**config.mk**
```make
export PLATFORM = sky130hd
export DESIGN_NAME = wide_cla_add_seq
export DESIGN_NICKNAME = d
export VERILOG_FILES = /design/src/rtl/wide_add_pkg.sv /design/src/rtl/n_bit_cla_adder.sv /design/src/rtl/wide_cla_add_seq.sv
export SDC_FILE = /design/constraint.sdc
export NUM_CORES = 1
export LEC_CHECK = 0
export CORE_ASPECT_RATIO = 1.1
export CORE_MARGIN = 2
export CORE_UTILIZATION = 52
export CTS_BUF_LIST = sky130_fd_sc_hd__clkbuf_4 sky130_fd_sc_hd__clkbuf_8
export DETAILED_ROUTE_END_ITERATION = 8
export PLACE_DENSITY = 0.83
export REMOVE_ABC_BUFFERS = 1
export SLEW_MARGIN = 20
export SYNTH_ARGS = -nofsm -noshare
export SYNTH_HDL_FRONTEND = slang
export SYNTH_HIERARCHICAL = 1
export SYNTH_SLANG_ARGS = --single-unit
```
**constraint.sdc**
```tcl
create_clock -name clk -period 16.78 [get_ports clk]
set_clock_uncertainty 0.2 [all_clocks]
set_input_delay 4.195 -clock clk [delete_from_list [all_inputs] [get_ports clk]]
set_output_delay 4.195 -clock clk [all_outputs]
set_load 0.05 [all_outputs]
```
**src/rtl/wide_add_pkg.sv**
```systemverilog
// wide_add_pkg: FSM encoding and sizing helpers shared by the chunked wide adder
package wide_add_pkg;
  typedef enum logic [1:0] {IDLE = 2'd0, RUN = 2'd1, DONE = 2'd2} state_e;
  function automatic int chunk_count(input int w, input int n);
    return w / n;
  endfunction
  function automatic int idx_width(input int chunks);
    return (chunks > 1) ? $clog2(chunks) : 1;
  endfunction
endpackage

```
**src/rtl/n_bit_cla_adder.sv**
```systemverilog
// n_bit_cla_adder: N-bit generate/propagate adder, one chunk of the wide add
module n_bit_cla_adder #(
  parameter int N = 32
) (
  input  logic [N-1:0] A,
  input  logic [N-1:0] B,
  input  logic         cin,
  output logic [N-1:0] SUM,
  output logic         cout
);
  logic [N-1:0] g, p;
  logic [N:0]   c;
  assign g = A & B;
  assign p = A ^ B;
  always_comb begin
    c[0] = cin;
    for (int i = 0; i < N; i++) c[i+1] = g[i] | (p[i] & c[i]);
  end
  assign SUM  = p ^ c[N-1:0];
  assign cout = c[N];
endmodule

```
**src/rtl/wide_cla_add_seq.sv**
```systemverilog
// wide_cla_add_seq: W-bit add done as W/N passes through one shared N-bit CLA,
// LSB chunk first, carry chained through a register.
module wide_cla_add_seq
  import wide_add_pkg::*;
#(
  parameter int N = 32,
  parameter int W = 128
) (
  input  logic         clk,
  input  logic         reset_n,
  input  logic         in_valid,
  output logic         in_ready,
  input  logic [W-1:0] in_a,
  input  logic [W-1:0] in_b,
  input  logic         in_cin,
  output logic         out_valid,
  input  logic         out_ready,
  output logic [W-1:0] out_sum,
  output logic         out_cout
);
  localparam int CHUNKS = chunk_count(W, N);
  localparam int IW     = idx_width(CHUNKS);
  if (W % N != 0) begin : g_bad_width
    $error("wide_cla_add_seq: W must be a multiple of N");
  end
  state_e        state_q, state_d;
  logic [IW-1:0] idx_q, idx_d;
  logic          carry_q, carry_d, cout_q, cout_d;
  logic [W-1:0]  a_q, a_d, b_q, b_d, sum_q, sum_d;
  logic [N-1:0]  add_sum;
  logic          add_cout, last, accept;
  n_bit_cla_adder #(.N(N)) u_cla (
    .A   (a_q[N-1:0]),
    .B   (b_q[N-1:0]),
    .cin (carry_q),
    .SUM (add_sum),
    .cout(add_cout)
  );
  assign in_ready  = (state_q == IDLE) || (state_q == DONE && out_ready);
  assign accept    = in_valid && in_ready;
  assign last      = idx_q == IW'(CHUNKS - 1);
  assign out_valid = state_q == DONE;
  assign out_sum   = sum_q;
  assign out_cout  = cout_q;
  always_comb begin
    state_d = state_q;
    idx_d   = idx_q;
    carry_d = carry_q;
    cout_d  = cout_q;
    a_d     = a_q;
    b_d     = b_q;
    sum_d   = sum_q;
    case (state_q)
      IDLE, DONE: begin
        if (accept) begin
          state_d = RUN;
          a_d     = in_a;
          b_d     = in_b;
          carry_d = in_cin;
          idx_d   = '0;
        end else if (state_q == DONE && out_ready) begin
          state_d = IDLE;
        end
      end
      RUN: begin
        sum_d[idx_q*N +: N] = add_sum;
        carry_d = add_cout;
        a_d     = a_q >> N;
        b_d     = b_q >> N;
        idx_d   = last ? idx_q : idx_q + 1'b1;
        cout_d  = last ? add_cout : cout_q;
        state_d = last ? DONE : RUN;
      end
      default: state_d = IDLE;
    endcase
  end
  always_ff @(posedge clk or negedge reset_n) begin
    if (!reset_n) begin
      state_q <= IDLE;
      idx_q   <= '0;
      carry_q <= 1'b0;
      cout_q  <= 1'b0;
      a_q     <= '0;
      b_q     <= '0;
      sum_q   <= '0;
    end else begin
      state_q <= state_d;
      idx_q   <= idx_d;
      carry_q <= carry_d;
      cout_q  <= cout_d;
      a_q     <= a_d;
      b_q     <= b_d;
      sum_q   <= sum_d;
    end
  end
endmodule

```
==> impl_metrics.json, run 1 <==
{
  "vdd_drop_max_uv": 109,
  "coreArea_mm2": 0.0323,
  "detail_route.wl_per_cell_um": 22.7,
  "yosysUniqueCellTypes": 29,
  "die_w_um": 177,
  "r2r_end": "out_sum[127]",
  "r2r_setup_slack_ps": 2870,
  "setup_ws_ps": 2870,
  "cellLeakagePower_nw": 9.23,
  "cts_root_buf": "clkbuf_8",
  "cts_resized": 0,
  "cpPeakStageDelay_ps": 430,
  "dpl_cell_area_mm2": 0.0209,
  "path_buf_inv": 4,
  "dr.pass1.iters": 5,
  "num_rows": 69,
  "cts_max_path_buffers": 3,
  "slew_viol_final": 0,
  "fin_crit_sh_pct": 82.9,
  "crit_fanout": 4,
  "crit_top_cell": "fa_1",
  "hold_depth": 1,
  "min_from": "a_q[50]",
  "powerDensity_mw_per_mm2": 224,
  "critPathLaunchType": "flip-flop",
  "crit_arrival_ps": 14260,
  "critical_path.slowest_cell": "fa_1",
  "post_cts_buffers": 0,
  "drive_gt1_share_pct": 8.45,
  "endpoint_kind": "flip-flop",
  "drc": 0,
  "overflow": 0,
  "ys_ff_latch": 390,
  "htree_levels": 2,
  "drt_iter0_drc": 1002,
  "hold_end": "a_q[50]",
  "critical-path-top-delay-family": "adder cells",
  "grt_max_degree": 172,
  "rsz0062_at_grt": "no",
  "globalRouteMet1Util_pct": 36.6,
  "clkTransAtPathRegs_ps": 60,
  "timing.rr.start": "a_q[0]",
  "yosysWarnings": 6,
  "worst_pin_slew_ps": 1030,
  "worstSetupPathType": "flip-flop to flip-flop",
  "grt_util_met2_pct": 44.3,
  "final_area_mm2": 0.0223,
  "top_usage_layer": "met2",
  "io-pin-count": 392,
  "status": "completed",
  "cts.sink_count": 390,
  "gr-usage-met3_pct": 6.04,
  "crit_required_ps": 17130,
  "relSlewSlack_pct": 31.3,
  "drv_cap": 0,
  "cts_tree": "built",
  "netlist_area_mm2": 0.0170,
  "track_usage_pct": 28.0,
  "grt_pass1_wl_um": 75600,
  "min_path_type": "flip-flop to flip-flop",
  "max_clock_freq_mhz": 71.9,
  "die-area_mm2": 0.0342,
  "pre_cts_slack_ps": 2890,
  "hpwl_um": 30300,
  "fin_nets": 1944,
  "grt_pass1_vias": 13500,
  "routabilityCongestion": 0.796,
  "setup-tns-final_ps": 0,
  "numCtsBuffers": 61,
  "ff2ff_path_depth": 37,
  "vias_per_cell": 6.16,
  "ys_seq_area_share_pct": 57.3,
  "ant_nets": 0,
  "syn_avg_cell_area_um2": 12.9,
  "syn_to_final_growth_pct": 31.2,
  "port_buffers": 391,
  "insertion_delay_ps": 620,
  "netlist_instances": 1315,
  "setup_violations": 0,
  "vias": 13100,
  "grt_antenna_before_repair": 6,
  "min_period_ps": 13910,
  "start_util_pct": 52.7,
  "totalWireLength_um": 48200,
  "die_h_um": 194,
  "power_mw": 5.00,
  "ctsHoldBuffers": 0,
  "hold_viol": 0
}
==> where the power goes <==
group          internal (mW)  total (mW)  switching, mW
Clock                  0.509       0.881          0.373
Sequential              1.37        1.65          0.272
Combinational           1.03        2.48           1.45
Total                   2.91        5.00           2.09
==> cell type report <==
cell class	instances	area, um2
flip-flops and latches	390	9760
inverters	77	289
repair buffers	408	4080
well taps	426	533
diodes	5	12.5
multi-input cells	708	6260
fillers	2326	9960
clock buffers	102	1320
clock inverters	8	67.6
==> cells by family (layout without fill, tap and decap cells) <==
family / after synthesis / after routing / synth area share, %
compound gates: 647 / 647 / 31.3
fa+ha+maj: 37 / 37 / 4.13
buf+inv: 217 / 595 / 6.25
flops: 390 / 390 / 57.3
mux: 1 / 1 / 0.0661
other cells: 0 / 5 / 0
simple gates: 23 / 23 / 0.911
==> synthesized netlist by cell type <==
master	number	area (um2)
a21oi_1	1	5.00
a22o_1	128	1120
and4_1	1	8.76
buf_1	3	11.3
buf_2	80	400
buf_4	6	45.0
buf_6	17	191
clkbuf_1	34	128
dfrtp_1	390	9760
fa_1	32	641
ha_1	5	62.6
inv_1	77	289
mux2_2	1	11.3
nand2_1	5	18.8
nand2b_1	4	25.0
nand3b_1	3	22.5
nor2_1	3	11.3
nor2b_1	1	6.26
nor2b_2	1	8.76
nor3_2	2	20.0
nor4_4	1	21.3
o211ai_1	64	480
o21a_1	193	1450
o21ai_0	1	5.00
o21ai_1	66	330
o22ai_1	1	6.26
o32a_1	193	1930
or2_1	1	6.26
or3_1	1	6.26
==> placed cells by master, fill, tap and decap left out, types with 4 or more instances in the layout <==
| cell | Yosys | layout |
|---|---|---|
| clkbuf_8 | 0 | 89 |
| o21a_1 | 193 | 193 |
| clkinv_2 | 0 | 6 |
| diode_2 | 0 | 5 |
| ha_1 | 5 | 5 |
| clkdlybuf4s50_1 | 0 | 390 |
| dfrtp_1 | 390 | 390 |
| o211ai_1 | 64 | 64 |
| clkbuf_4 | 0 | 13 |
| o32a_1 | 193 | 193 |
| fa_1 | 32 | 32 |
| buf_4 | 6 | 14 |
| o21ai_1 | 66 | 66 |
| nand2_2 | 0 | 4 |
| a22o_1 | 128 | 128 |
| inv_1 | 77 | 77 |
==> layer usage <==
layer	vias to the layer above	share of wire, %
met3	139	7.0
met1	6676	40
met4	2	5.1
met5	-	0.027
li1	5731	-
met2	535	48
==> per-stage QoR <==
| stage | std cells | utilization (%) | hold slack, ps |
|---|---|---|---|
| after global placement | 2008 | 64.7 | 273 |
| after global routing | 2124 | 69.1 | 303 |
| after CTS | 2118 | 69.0 | 294 |
| final | 2124 | 69.1 | 288 |
| after detailed placement | 2008 | 64.7 | 280 |
| after floorplan | 1175 | - | 264 |
==> state kept, by name, summed over array words and instances (netlist names) <==
| register | count |
|---|---|
| a_q | 128 |
| b_q | 128 |
| out_sum | 128 |
| idx_q | 2 |
| state_q | 2 |
| carry_q | 1 |
| out_cout | 1 |
==> worst register-to-register path: cells and delay by family, from the launching register on <==
family	cells	cell delay, ps
AO/OA/AOI/OAI	1	140
adder cells (fa/ha/maj)	32	12790
buffers and inverters	4	350
flip-flops	1	380
==> worst max-delay path by stage <==
| stage | from | slack [ps] | cells past startpoint | end |
|---|---|---|---|---|
| detailed placement | a_q[0] | 2890 | 37 | out_sum[127] |
| global route | carry_q | 2440 | 37 | out_sum[127] |
| finish | a_q[0] | 2870 | 37 | out_sum[127] |
| floorplan | out_ready | -2980 | 2 | in_ready |
| global placement | a_q[0] | 3070 | 37 | out_sum[127] |
| CTS | a_q[0] | 2840 | 37 | out_sum[127] |
No activity file was read; power rests on OpenSTA's default activity.
==> inputs of run 2 (changes only) <==
--- a/config.mk
+++ b/config.mk
@@ -7,10 +7,10 @@
 export LEC_CHECK = 0
 export CORE_ASPECT_RATIO = 1.1
 export CORE_MARGIN = 2
-export CORE_UTILIZATION = 52
+export CORE_UTILIZATION = 47
 export CTS_BUF_LIST = sky130_fd_sc_hd__clkbuf_4 sky130_fd_sc_hd__clkbuf_8
 export DETAILED_ROUTE_END_ITERATION = 8
-export PLACE_DENSITY = 0.83
+export PLACE_DENSITY = 0.79
 export REMOVE_ABC_BUFFERS = 1
 export SLEW_MARGIN = 20
 export SYNTH_ARGS = -nofsm -noshare
==> constraint.sdc (replaced) <==
create_clock -name clk -period 12.7 [get_ports clk]
set_clock_uncertainty 0.2 [all_clocks]
set_input_delay 3.175 -clock clk [delete_from_list [all_inputs] [get_ports clk]]
set_output_delay 3.175 -clock clk [all_outputs]
set_load 0.05 [all_outputs]
==> impl_metrics.json, run 2 (synthesis gave the netlist of run 1 again) <==
{
  "status": "completed",
  "overflow": 0,
  "cts_max_path_buffers": 3,
  "hold_viol": 0,
  "slew_viol_final": 0,
  "endpoint_kind": "flip-flop",
  "insertion_delay_ps": 580,
  "final_area_mm2": 0.0224,
  "p_comb_share_pct": 50.2,
  "swShare_pct": 41.6,
  "fillCellCount": 2707,
  "syn_to_final_growth_pct": 31.8,
  "die_h_um": 204,
  "port_buffers": 391,
  "critical_path.slowest_cell": "fa_1",
  "worstSetupPathType": "flip-flop to flip-flop",
  "grt_pass1_vias": 13500,
  "dr.pass1.iters": 7,
  "ant_nets": 0,
  "min_period_ps": 12410,
  "cts_root_buf": "clkbuf_8",
  "powerDensity_mw_per_mm2": 295,
  "cts.sink_count": 390,
  "cpPeakStageDelay_ps": 420,
  "post_cts_buffers": 0,
  "drv_cap": 0,
  "die_w_um": 185,
  "cellLeakagePower_nw": 9.20,
  "p_clk_share_pct": 16.9,
  "detail_route.wl_per_cell_um": 21.9,
  "drc": 0,
  "ctsHoldBuffers": 0,
  "start_util_pct": 47.4,
  "track_usage_pct": 25.2,
  "die-area_mm2": 0.0378,
  "crit_fanout": 4,
  "vias": 13000,
  "clkTransAtPathRegs_ps": 60,
  "switchingPower_mw": 2.75,
  "htree_levels": 3,
  "vdd_drop_max_uv": 225,
  "fin_nets": 1949,
  "numCtsBuffers": 66,
  "relSlewSlack_pct": 19.4,
  "setup_violations": 0,
  "crit_arrival_ps": 12710,
  "coreArea_mm2": 0.0359,
  "power_mw": 6.62,
  "crit_required_ps": 13000,
  "routabilityCongestion": 0.779,
  "rsz0062_at_grt": "no",
  "hpwl_um": 30000,
  "min_path_type": "flip-flop to flip-flop",
  "critPathLaunchType": "flip-flop",
  "layout_common_cells": "dfrtp_1, clkdlybuf4s50_1, o32a_1, o21a_1, a22o_1",
  "dpl_cell_area_mm2": 0.0210,
  "drt_iter0_drc": 963,
  "max_clock_freq_mhz": 80.6,
  "num_rows": 73,
  "seq_power_share_pct": 32.8,
  "grt_antenna_before_repair": 9,
  "drive_gt1_share_pct": 10.4,
  "crit_top_cell": "fa_2",
  "grt_max_degree": 209,
  "grt_pass1_wl_um": 74600,
  "cts_tree": "built",
  "power.internal_mw": 3.87,
  "worst_pin_slew_ps": 1210,
  "vias_per_cell": 5.94,
  "totalWireLength_um": 47900,
  "fin_crit_sh_pct": 97.7,
  "setup-tns-final_ps": 0,
  "io-pin-count": 392
}
==> run 2: cell count changes in the layout (fill, tap and decap cells not counted), sizes merged <==
cell	before	now
diode	5	9
clkinv	6	9
bufinv	1	0
==> run 2: worst max-delay path: cells and delay by family, from the launching register on <==
family	cells	cell delay, ps
fa+ha+maj	32	11340
flops	1	390
buf+inv	4	310
compound gates	1	130
==> run 2: worst paths after layout <==
path	to	slack (ps)	start	cells past startpoint
setup reg to reg	out_sum[63]	290	b_q[0]	37
setup / recovery	out_sum[63]	290	b_q[0]	37
hold / removal	b_q[95]	290	b_q[95]	1
hold reg to reg	b_q[95]	290	b_q[95]	1
max in group asynchronous	a_q[88]	7790	reset_n	3
min in group asynchronous	b_q[109]	2400	reset_n	1
==> run 2: what timing repair did <==
action | CTS | global route
endpoints found under the setup margin | 14 | 6
pin swaps | 5 | 4
gates resized for setup | 26 | 5
cloned | 0 | 0
==> run 2: area by class of cell <==
cell class | instances | area [um2] | area share, %
diodes | 9 | 22.5 | 0.100
clock buffers | 102 | 1270 | 5.67
clock inverters | 10 | 52.6 | 0.234
inverters | 77 | 289 | 1.29
multi-input cells | 708 | 6330 | 28.2
flip-flops and latches | 390 | 9760 | 43.5
well taps | 487 | 609 | 2.72
repair buffers | 408 | 4100 | 18.3
==> run 2: routing by layer <==
| layer | vias up | track usage, % | part of all wire (%) |
|---|---|---|---|
| met3 | 111 | 7.07 | 7.8 |
| li1 | 5767 | - | - |
| met5 | - | 0 | 0.019 |
| met1 | 6639 | 31.5 | 40 |
| met2 | 490 | 40.6 | 49 |
| met4 | 2 | 11.8 | 3.7 |
==> run 2: power by group through the flow <==
stage                     Combinational (mW)  Sequential, mW  Clock (mW)
after global routing                    3.56            2.24        1.21
after floorplan                         1.84            2.67           0
after CTS                               3.32            2.17        1.15
after global placement                  3.18            2.15           0
final                                   3.33            2.17        1.12
after detailed placement                3.25            2.18           0
==> run 2: metrics by stage <==
stage          utilization [%]  std cells  hold slack (ps)  setup WS, ps
3_3_place_gp              58.4       2068              273         -1030
6_report                  62.5       2191              289           291
4_1_cts                   62.3       2180              292          5.53
2_1_floorplan                -       1175              264         -5020
3_5_place_dp              58.4       2068              281         -1120
5_1_grt                   62.5       2189              301          58.4
